==> src/rtl/hazard_pkg.sv <==
// Shared hazard-control definitions: flush FSM encoding, counter-width helper
// and the default slot/register widths used by the decoder and forwarding unit.
package hazard_pkg;

  localparam int unsigned ISSUE_W_DEFAULT = 2;
  localparam int unsigned REG_W_DEFAULT   = 5;

  typedef enum logic {
    IDLE  = 1'b0,
    FLUSH = 1'b1
  } flush_state_e;

  // Ceiling log2, minimum 1 so a counter is never zero bits wide.
  function automatic int unsigned clog2(input int unsigned value);
    int unsigned res;
    res = 0;
    while ((32'd1 << res) < value) res++;
    return (res == 0) ? 1 : res;
  endfunction

endpackage

==> src/rtl/hazard_scoreboard_unit_if.sv <==
// ID-stage hazard bundle: decode slots, EX load/branch info and hazard outputs.
interface hazard_scoreboard_unit_if
  import hazard_pkg::*;
#(
  parameter int unsigned ISSUE_W = ISSUE_W_DEFAULT,
  parameter int unsigned REG_W   = REG_W_DEFAULT
);
  logic [ISSUE_W-1:0]       id_valid;
  logic [ISSUE_W*REG_W-1:0] id_rs;
  logic [ISSUE_W*REG_W-1:0] id_rt;
  logic [ISSUE_W*REG_W-1:0] id_rd;
  logic [ISSUE_W-1:0]       id_we;
  logic                     ex_load_valid;
  logic [REG_W-1:0]         ex_load_rd;
  logic                     br_valid;
  logic                     prediction;
  logic                     actual_taken;
  logic                     pc_src;
  logic [ISSUE_W-1:0]       issue_mask;
  logic                     stall;
  logic                     flush;

  modport master (
    output id_valid, id_rs, id_rt, id_rd, id_we, ex_load_valid, ex_load_rd,
    output br_valid, prediction, actual_taken, pc_src,
    input  issue_mask, stall, flush
  );

  modport slave (
    input  id_valid, id_rs, id_rt, id_rd, id_we, ex_load_valid, ex_load_rd,
    input  br_valid, prediction, actual_taken, pc_src,
    output issue_mask, stall, flush
  );
endinterface

==> src/rtl/hazard_reg_scoreboard.sv <==
// Per-register load countdown scoreboard with NUM_RD combinational busy lookups.
module hazard_reg_scoreboard
  import hazard_pkg::*;
#(
  parameter int unsigned REG_W    = REG_W_DEFAULT,
  parameter int unsigned LOAD_LAT = 2,
  parameter int unsigned NUM_RD   = 4
) (
  input  logic                    clk,
  input  logic                    rst_n,
  input  logic                    set_valid,
  input  logic [REG_W-1:0]        set_rd,
  input  logic [NUM_RD*REG_W-1:0] rd_idx,
  output logic [NUM_RD-1:0]       busy
);
  localparam int unsigned NumRegs = 1 << REG_W;
  localparam int unsigned CntW    = clog2(LOAD_LAT + 1);

  logic [CntW-1:0] cnt_q [NumRegs];
  logic [CntW-1:0] cnt_d [NumRegs];

  // Load set wins over the countdown; r0 is never marked.
  always_comb begin
    cnt_d[0] = '0;
    for (int r = 1; r < NumRegs; r++) begin
      if (set_valid && (set_rd == REG_W'(r))) begin
        cnt_d[r] = CntW'(LOAD_LAT);
      end else if (cnt_q[r] != '0) begin
        cnt_d[r] = cnt_q[r] - 1'b1;
      end else begin
        cnt_d[r] = cnt_q[r];
      end
    end
  end

  // Counter state.
  always_ff @(posedge clk or negedge rst_n) begin
    if (!rst_n) begin
      cnt_q <= '{default: '0};
    end else begin
      cnt_q <= cnt_d;
    end
  end

  // Busy includes a load arriving in EX this very cycle.
  always_comb begin
    busy = '0;
    for (int p = 0; p < NUM_RD; p++) begin
      logic [REG_W-1:0] idx;
      idx = rd_idx[p*REG_W +: REG_W];
      busy[p] = (idx != '0) && ((cnt_q[idx] != '0) || (set_valid && (set_rd == idx)));
    end
  end
endmodule

==> src/rtl/hazard_scoreboard_unit.sv <==
// Hazard and flush controller: load-use and intra-bundle RAW issue gating plus
// a multi-cycle redirect flush. Optional perf counters under HAZARD_PERF_CNT_EN.
module hazard_scoreboard_unit
  import hazard_pkg::*;
#(
  parameter int unsigned ISSUE_W      = ISSUE_W_DEFAULT,
  parameter int unsigned REG_W        = REG_W_DEFAULT,
  parameter int unsigned LOAD_LAT     = 2,
  parameter int unsigned FLUSH_CYCLES = 1
) (
  input  logic                     clk,
  input  logic                     rst_n,
`ifdef HAZARD_PERF_CNT_EN
  output logic [31:0]              perf_stall_cycles,
  output logic [31:0]              perf_flush_events,
`endif
  hazard_scoreboard_unit_if.slave  bus
);
  logic [2*ISSUE_W*REG_W-1:0] rd_idx;
  logic [2*ISSUE_W-1:0]       busy;
  logic [ISSUE_W-1:0]         issue_raw;
  logic                       stall_raw;
  logic                       trigger;
  logic                       flush_raw;
  flush_state_e               state_q, state_d;
  logic [2:0]                 rem_q, rem_d;

  // Slot k sources occupy read ports 2k (rs) and 2k+1 (rt).
  always_comb begin
    rd_idx = '0;
    for (int k = 0; k < ISSUE_W; k++) begin
      rd_idx[(2*k)*REG_W +: REG_W]   = bus.id_rs[k*REG_W +: REG_W];
      rd_idx[(2*k+1)*REG_W +: REG_W] = bus.id_rt[k*REG_W +: REG_W];
    end
  end

  hazard_reg_scoreboard #(
    .REG_W    (REG_W),
    .LOAD_LAT (LOAD_LAT),
    .NUM_RD   (2 * ISSUE_W)
  ) u_sb (
    .clk       (clk),
    .rst_n     (rst_n),
    .set_valid (bus.ex_load_valid),
    .set_rd    (bus.ex_load_rd),
    .rd_idx    (rd_idx),
    .busy      (busy)
  );

  // In-order issue: any valid slot that cannot go blocks every younger slot.
  always_comb begin
    logic older_ok;
    logic blocked;
    issue_raw = '0;
    stall_raw = 1'b0;
    older_ok  = 1'b1;
    for (int k = 0; k < ISSUE_W; k++) begin
      blocked = busy[2*k] || busy[2*k+1];
      for (int j = 0; j < k; j++) begin
        if (bus.id_valid[j] && bus.id_we[j] && (bus.id_rd[j*REG_W +: REG_W] != '0) &&
            ((bus.id_rd[j*REG_W +: REG_W] == bus.id_rs[k*REG_W +: REG_W]) ||
             (bus.id_rd[j*REG_W +: REG_W] == bus.id_rt[k*REG_W +: REG_W]))) begin
          blocked = 1'b1;
        end
      end
      issue_raw[k] = bus.id_valid[k] && !blocked && older_ok;
      if (bus.id_valid[k] && !issue_raw[k]) begin
        older_ok  = 1'b0;
        stall_raw = 1'b1;
      end
    end
  end

  assign trigger = (bus.br_valid && (bus.prediction != bus.actual_taken)) || bus.pc_src;

  // Flush FSM next state; a trigger in FLUSH restarts the hold window.
  always_comb begin
    state_d   = state_q;
    rem_d     = rem_q;
    flush_raw = 1'b0;
    unique case (state_q)
      IDLE: begin
        if (trigger) begin
          flush_raw = 1'b1;
          if (FLUSH_CYCLES > 1) begin
            state_d = FLUSH;
            rem_d   = 3'(FLUSH_CYCLES - 1);
          end
        end
      end
      FLUSH: begin
        flush_raw = 1'b1;
        if (trigger) begin
          rem_d = 3'(FLUSH_CYCLES - 1);
        end else if (rem_q <= 3'd1) begin
          state_d = IDLE;
          rem_d   = '0;
        end else begin
          rem_d = rem_q - 3'd1;
        end
      end
      default: begin
        state_d = IDLE;
        rem_d   = '0;
      end
    endcase
  end

  // Flush FSM state register.
  always_ff @(posedge clk or negedge rst_n) begin
    if (!rst_n) begin
      state_q <= IDLE;
      rem_q   <= '0;
    end else begin
      state_q <= state_d;
      rem_q   <= rem_d;
    end
  end

  // Flush overrides stall so the redirect always proceeds; all outputs low in reset.
  always_comb begin
    bus.flush      = rst_n && flush_raw;
    bus.stall      = rst_n && stall_raw && !flush_raw;
    bus.issue_mask = (rst_n && !flush_raw) ? issue_raw : '0;
  end

`ifdef HAZARD_PERF_CNT_EN
  logic [31:0] perf_stall_q, perf_flush_q;

  // Saturating event counters.
  always_ff @(posedge clk or negedge rst_n) begin
    if (!rst_n) begin
      perf_stall_q <= '0;
      perf_flush_q <= '0;
    end else begin
      if (bus.stall && (perf_stall_q != '1)) perf_stall_q <= perf_stall_q + 32'd1;
      if (trigger && (perf_flush_q != '1)) perf_flush_q <= perf_flush_q + 32'd1;
    end
  end

  assign perf_stall_cycles = perf_stall_q;
  assign perf_flush_events = perf_flush_q;
`endif
endmodule
==> src/flat_wrapper.sv <==
// flat-port wrapper written by rule: the top's interface ports become plain ports
module hazard_scoreboard_unit_flat import hazard_pkg::*;
#(
  parameter int unsigned ISSUE_W      = ISSUE_W_DEFAULT,
  parameter int unsigned REG_W        = REG_W_DEFAULT,
  parameter int unsigned LOAD_LAT     = 2,
  parameter int unsigned FLUSH_CYCLES = 1
)
  (clk, rst_n, bus_id_valid, bus_id_rs, bus_id_rt, bus_id_rd, bus_id_we, bus_ex_load_valid, bus_ex_load_rd, bus_br_valid, bus_prediction, bus_actual_taken, bus_pc_src, bus_issue_mask, bus_stall, bus_flush);
  hazard_scoreboard_unit_if #(.ISSUE_W(ISSUE_W), .REG_W(REG_W)) bus_i ();
  input  logic clk;
  input  logic rst_n;
  input wire logic [$bits(bus_i.id_valid)-1:0] bus_id_valid;
  input wire logic [$bits(bus_i.id_rs)-1:0] bus_id_rs;
  input wire logic [$bits(bus_i.id_rt)-1:0] bus_id_rt;
  input wire logic [$bits(bus_i.id_rd)-1:0] bus_id_rd;
  input wire logic [$bits(bus_i.id_we)-1:0] bus_id_we;
  input wire logic [$bits(bus_i.ex_load_valid)-1:0] bus_ex_load_valid;
  input wire logic [$bits(bus_i.ex_load_rd)-1:0] bus_ex_load_rd;
  input wire logic [$bits(bus_i.br_valid)-1:0] bus_br_valid;
  input wire logic [$bits(bus_i.prediction)-1:0] bus_prediction;
  input wire logic [$bits(bus_i.actual_taken)-1:0] bus_actual_taken;
  input wire logic [$bits(bus_i.pc_src)-1:0] bus_pc_src;
  output wire logic [$bits(bus_i.issue_mask)-1:0] bus_issue_mask;
  output wire logic [$bits(bus_i.stall)-1:0] bus_stall;
  output wire logic [$bits(bus_i.flush)-1:0] bus_flush;
  assign bus_i.id_valid = bus_id_valid;
  assign bus_i.id_rs = bus_id_rs;
  assign bus_i.id_rt = bus_id_rt;
  assign bus_i.id_rd = bus_id_rd;
  assign bus_i.id_we = bus_id_we;
  assign bus_i.ex_load_valid = bus_ex_load_valid;
  assign bus_i.ex_load_rd = bus_ex_load_rd;
  assign bus_i.br_valid = bus_br_valid;
  assign bus_i.prediction = bus_prediction;
  assign bus_i.actual_taken = bus_actual_taken;
  assign bus_i.pc_src = bus_pc_src;
  assign bus_issue_mask = bus_i.issue_mask;
  assign bus_stall = bus_i.stall;
  assign bus_flush = bus_i.flush;
  hazard_scoreboard_unit #(.ISSUE_W(ISSUE_W), .REG_W(REG_W), .LOAD_LAT(LOAD_LAT), .FLUSH_CYCLES(FLUSH_CYCLES)) u_core (.clk(clk), .rst_n(rst_n), .bus(bus_i));
endmodule
==> config.mk <==
export PLATFORM = sky130hd
export DESIGN_NAME = hazard_scoreboard_unit_flat
export DESIGN_NICKNAME = d
export VERILOG_FILES = /design/src/rtl/hazard_pkg.sv /design/src/rtl/hazard_scoreboard_unit_if.sv /design/src/rtl/hazard_reg_scoreboard.sv /design/src/rtl/hazard_scoreboard_unit.sv /design/src/flat_wrapper.sv
export SDC_FILE = /design/constraint.sdc
export NUM_CORES = 1
export LEC_CHECK = 0
export ABC_AREA = 0
export CAP_MARGIN = 10
export CORE_UTILIZATION = 59
export CTS_CLUSTER_DIAMETER = 50
export DETAILED_ROUTE_END_ITERATION = 16
export PLACE_DENSITY = 0.92
export SKIP_LAST_GASP = 1
export SLEW_MARGIN = 25
export SYNTH_ARGS = -nofsm -noshare
export SYNTH_HDL_FRONTEND = slang
export SYNTH_SLANG_ARGS = --single-unit
export TNS_END_PERCENT = 1
==> constraint.sdc <==
create_clock -name clk -period 3 [get_ports clk]
set_input_delay 0.6 -clock clk [delete_from_list [all_inputs] [get_ports clk]]
set_output_delay 0.6 -clock clk [all_outputs]
set_load 0.1 [all_outputs]
==> metrics.yaml <==
outcome:
  outcome: "finished with violations"
  violations: "negative setup slack"
yosys:
  syn_inst: 544
  synth-edff-count: 0
  async_reset_ff_share_pct: 100
  syn_area_um2: 5160
  yosysSeqAreaShare_pct: 32.0
  synth_seq_cells: 66
  yosysWarnings: 0
  syn_avg_cell_area_um2: 9.49
  ys.flop_type: "dfrtp_1"
  yosys.cell_types.count: 50
  synth_fp_nets: 623
grt:
  grt_pass1_vias: 5262
  grt.total_usage_pct: 39.9
  grt_pass1_wl_um: 26500
  grt-ovfl-total: 0
  grt_start_max_net_pins: 67
  antenna_found_initial: 2
final_layout:
  fin_util_pct: 79.6
  final_cell_mix: "buf_4, inv_1, dfrtp_1, xor2_1, a21oi_1"
  final_area_um2: 6640
  drive_above_1_share_pct: 30.8
  final_common_cell: "buf_4"
  syn2layout_area_growth_pct: 28.6
  fillCellCount: 446
  fin_nets: 727
hold_path:
  hold_class: "primary input to asynchronous set/reset pin"
placement:
  place_hpwl_um: 11200
  gp_congestion: 0.998
  place.port_buffers: 43
  dpl_cell_area_um2: 6050
worst_setup_path:
  crit_arrival_ps: 2710
  path_cells: "nor2_2, mux4_2, mux2_4, nand2_2, a22o_4, buf_4, a221oi_4, buf_12"
  required_ps: 2400
  start_kind: "register"
  slowest_stage: "dfrtp_1"
  path_max_fanout: 4
  critical_path_class: "register to primary output"
  critPathTopFamily: "compound AO/OA/AOI/OAI gates"
  cpPeakStageDelay_ps: 410
  cp-end-kind: "primary output"
  critPathBufInv: 2
sta:
  finalMaxSlewViolations: 0
  fin_ws_ps: -313
  clock_skew_ps: 5.10
  setup_violations: 3
  hold_slack_ps: 442
  slew-limit-headroom_pct: 43.0
  fin_crit_ps: 3310
  worst_pin_slew_ps: 855
  rsz0062_at_grt: "yes"
  post-route-period-util_pct: 110
  max_freq_mhz: 302
  hold_viol_final: 0
routing:
  antenna_left: 0
  via_count: 5282
  wl_per_cell_um: 24.3
  drtIter0Drc: 592
  routed_wl_um: 18400
  drt_pass1_iterations: 5
  vias_per_cell: 6.97
  drcViolationCount: 0
die:
  die_x_um: 95.6
  initial_utilization_pct: 61.9
  ios: 50
  core_um2: 8340
  dieArea_um2: 9130
  std_cell_rows: 33
  die_h_um: 95.6
clocking:
  cts_buffers: 9
  clkTransAtPathRegs_ps: 80
  cts-htree-levels: 3
  insertion_delay_ps: 350
  cts_tree: "yes"
  ctsRootBufferMaster: "clkbuf_8"
  cts_sinks: 66
  clockBufferDepth: 2
job:
  cap_violations: 0
power_and_ir_drop:
  ir_worst_vdd_mv: 0.640
  powerDensity_nw_per_um2: 974
  power_leakage_nw: 3.06
area by class of cell:
cell class              instances  area [µm²]  share of cell area [%]
clock buffers                  10         138                    2.07
multi-input cells             381        3350                    50.5
repair buffers                121        1050                    15.7
inverters                      69         264                    3.97
clock inverters                 5        55.1                   0.829
diodes                          1        2.50                  0.0377
flip-flops and latches         66        1650                    24.9
well taps                     105         131                    1.98
state kept, by name, summed over array words and instances (netlist names):
name	count
u_core.u_sb.cnt_q	62
u_core.rem_q	3
u_core.state_q	1
stage by stage:
step	setup WS (ps)	power (mW)	cells	TNS, ps
CTS	-125	5.93	751	-367
finish	-313	6.47	758	-837
global route	-349	6.80	758	-923
detailed placement	-643	4.85	714	-1750
global placement	-580	4.52	714	-1630
floorplan	-188	3.98	544	-374
synth_stat cells (all sizes together), types with 2 or more instances:
cell | instances | area share [%]
a21oi | 37 | 3.6
and2 | 3 | 0.36
o21ai | 24 | 2.3
clkbuf | 17 | 1.2
ha | 33 | 8.0
a21o | 3 | 0.48
xnor2 | 12 | 2.0
nor2 | 48 | 3.5
nor2b | 6 | 0.73
nand4 | 3 | 0.36
nand2b | 5 | 0.61
a2111oi | 2 | 0.34
nor3b | 3 | 0.44
dfrtp | 66 | 32
nand3 | 11 | 1.1
mux4 | 29 | 13
o22ai | 2 | 0.24
nor3 | 12 | 1.2
o221ai | 18 | 3.1
inv | 69 | 5.0
nand2 | 34 | 2.5
xor2 | 49 | 8.3
buf | 11 | 1.3
nor4 | 4 | 0.48
a211oi | 5 | 0.73
or4 | 3 | 0.44
mux2 | 18 | 3.9
power by group:
group	internal [mW]	switching, mW
Combinational	1.83	2.08
Clock	0.399	0.359
Sequential	1.38	0.419
Total	3.61	2.86
timing repair:
| item | CTS | global route |
|---|---|---|
| endpoints found under the setup margin | 3 | 3 |
| hold endpoints to repair | 0 | 0 |
| gates resized for setup | 75 | 30 |
| pin swaps | 19 | 9 |
| setup buffers | 22 | 6 |
| hold buffers | 0 | 0 |
path summary, 6_finish.rpt:
kind | start | end | cells past startpoint | slack, ps
worst max-delay path | u_core.u_sb.cnt_q[33]$_DFFE_PN0P_ | bus_issue_mask[0] | 8 | -310
worst max register to register | u_core.u_sb.cnt_q[9]$_DFFE_PN0P_ | u_core.u_sb.cnt_q[8]$_DFFE_PN0P_ | 5 | 1680
min in group clk | u_core.rem_q[2]$_DFFE_PN0P_ | u_core.rem_q[2]$_DFFE_PN0P_ | 1 | 540
worst min-delay path | rst_n | u_core.rem_q[0]$_DFFE_PN0P_ | 2 | 440
worst min register to register | u_core.rem_q[2]$_DFFE_PN0P_ | u_core.rem_q[2]$_DFFE_PN0P_ | 1 | 540
max in group asynchronous | rst_n | u_core.u_sb.cnt_q[53]$_DFFE_PN0P_ | 2 | 1970
per-layer routing:
| layer | routed length [µm] | GRT usage, % | up-vias |
|---|---|---|---|
| met1 | 5960 | 45.1 | 2483 |
| li1 | - | - | 2121 |
| met2 | 8640 | 64.2 | 511 |
| met4 | 1590 | 31.2 | 0 |
| met5 | 0 | 0 | - |
| met3 | 2220 | 10.4 | 167 |
cell families (layout without fill, tap and decap cells):
group           count (synthesis)  count (layout)  synth area share (%)
compound gates                105             105                  13.3
xor+xnor                       61              61                  10.3
fa+ha+maj                      33              33                  7.99
buf+inv                        97             205                  7.53
flops                          66              66                  32.0
mux                            48              48                  17.1
other cells                     0               1                     0
simple gates                  134             134                  11.8
No activity file was read; power rests on OpenSTA's default activity.
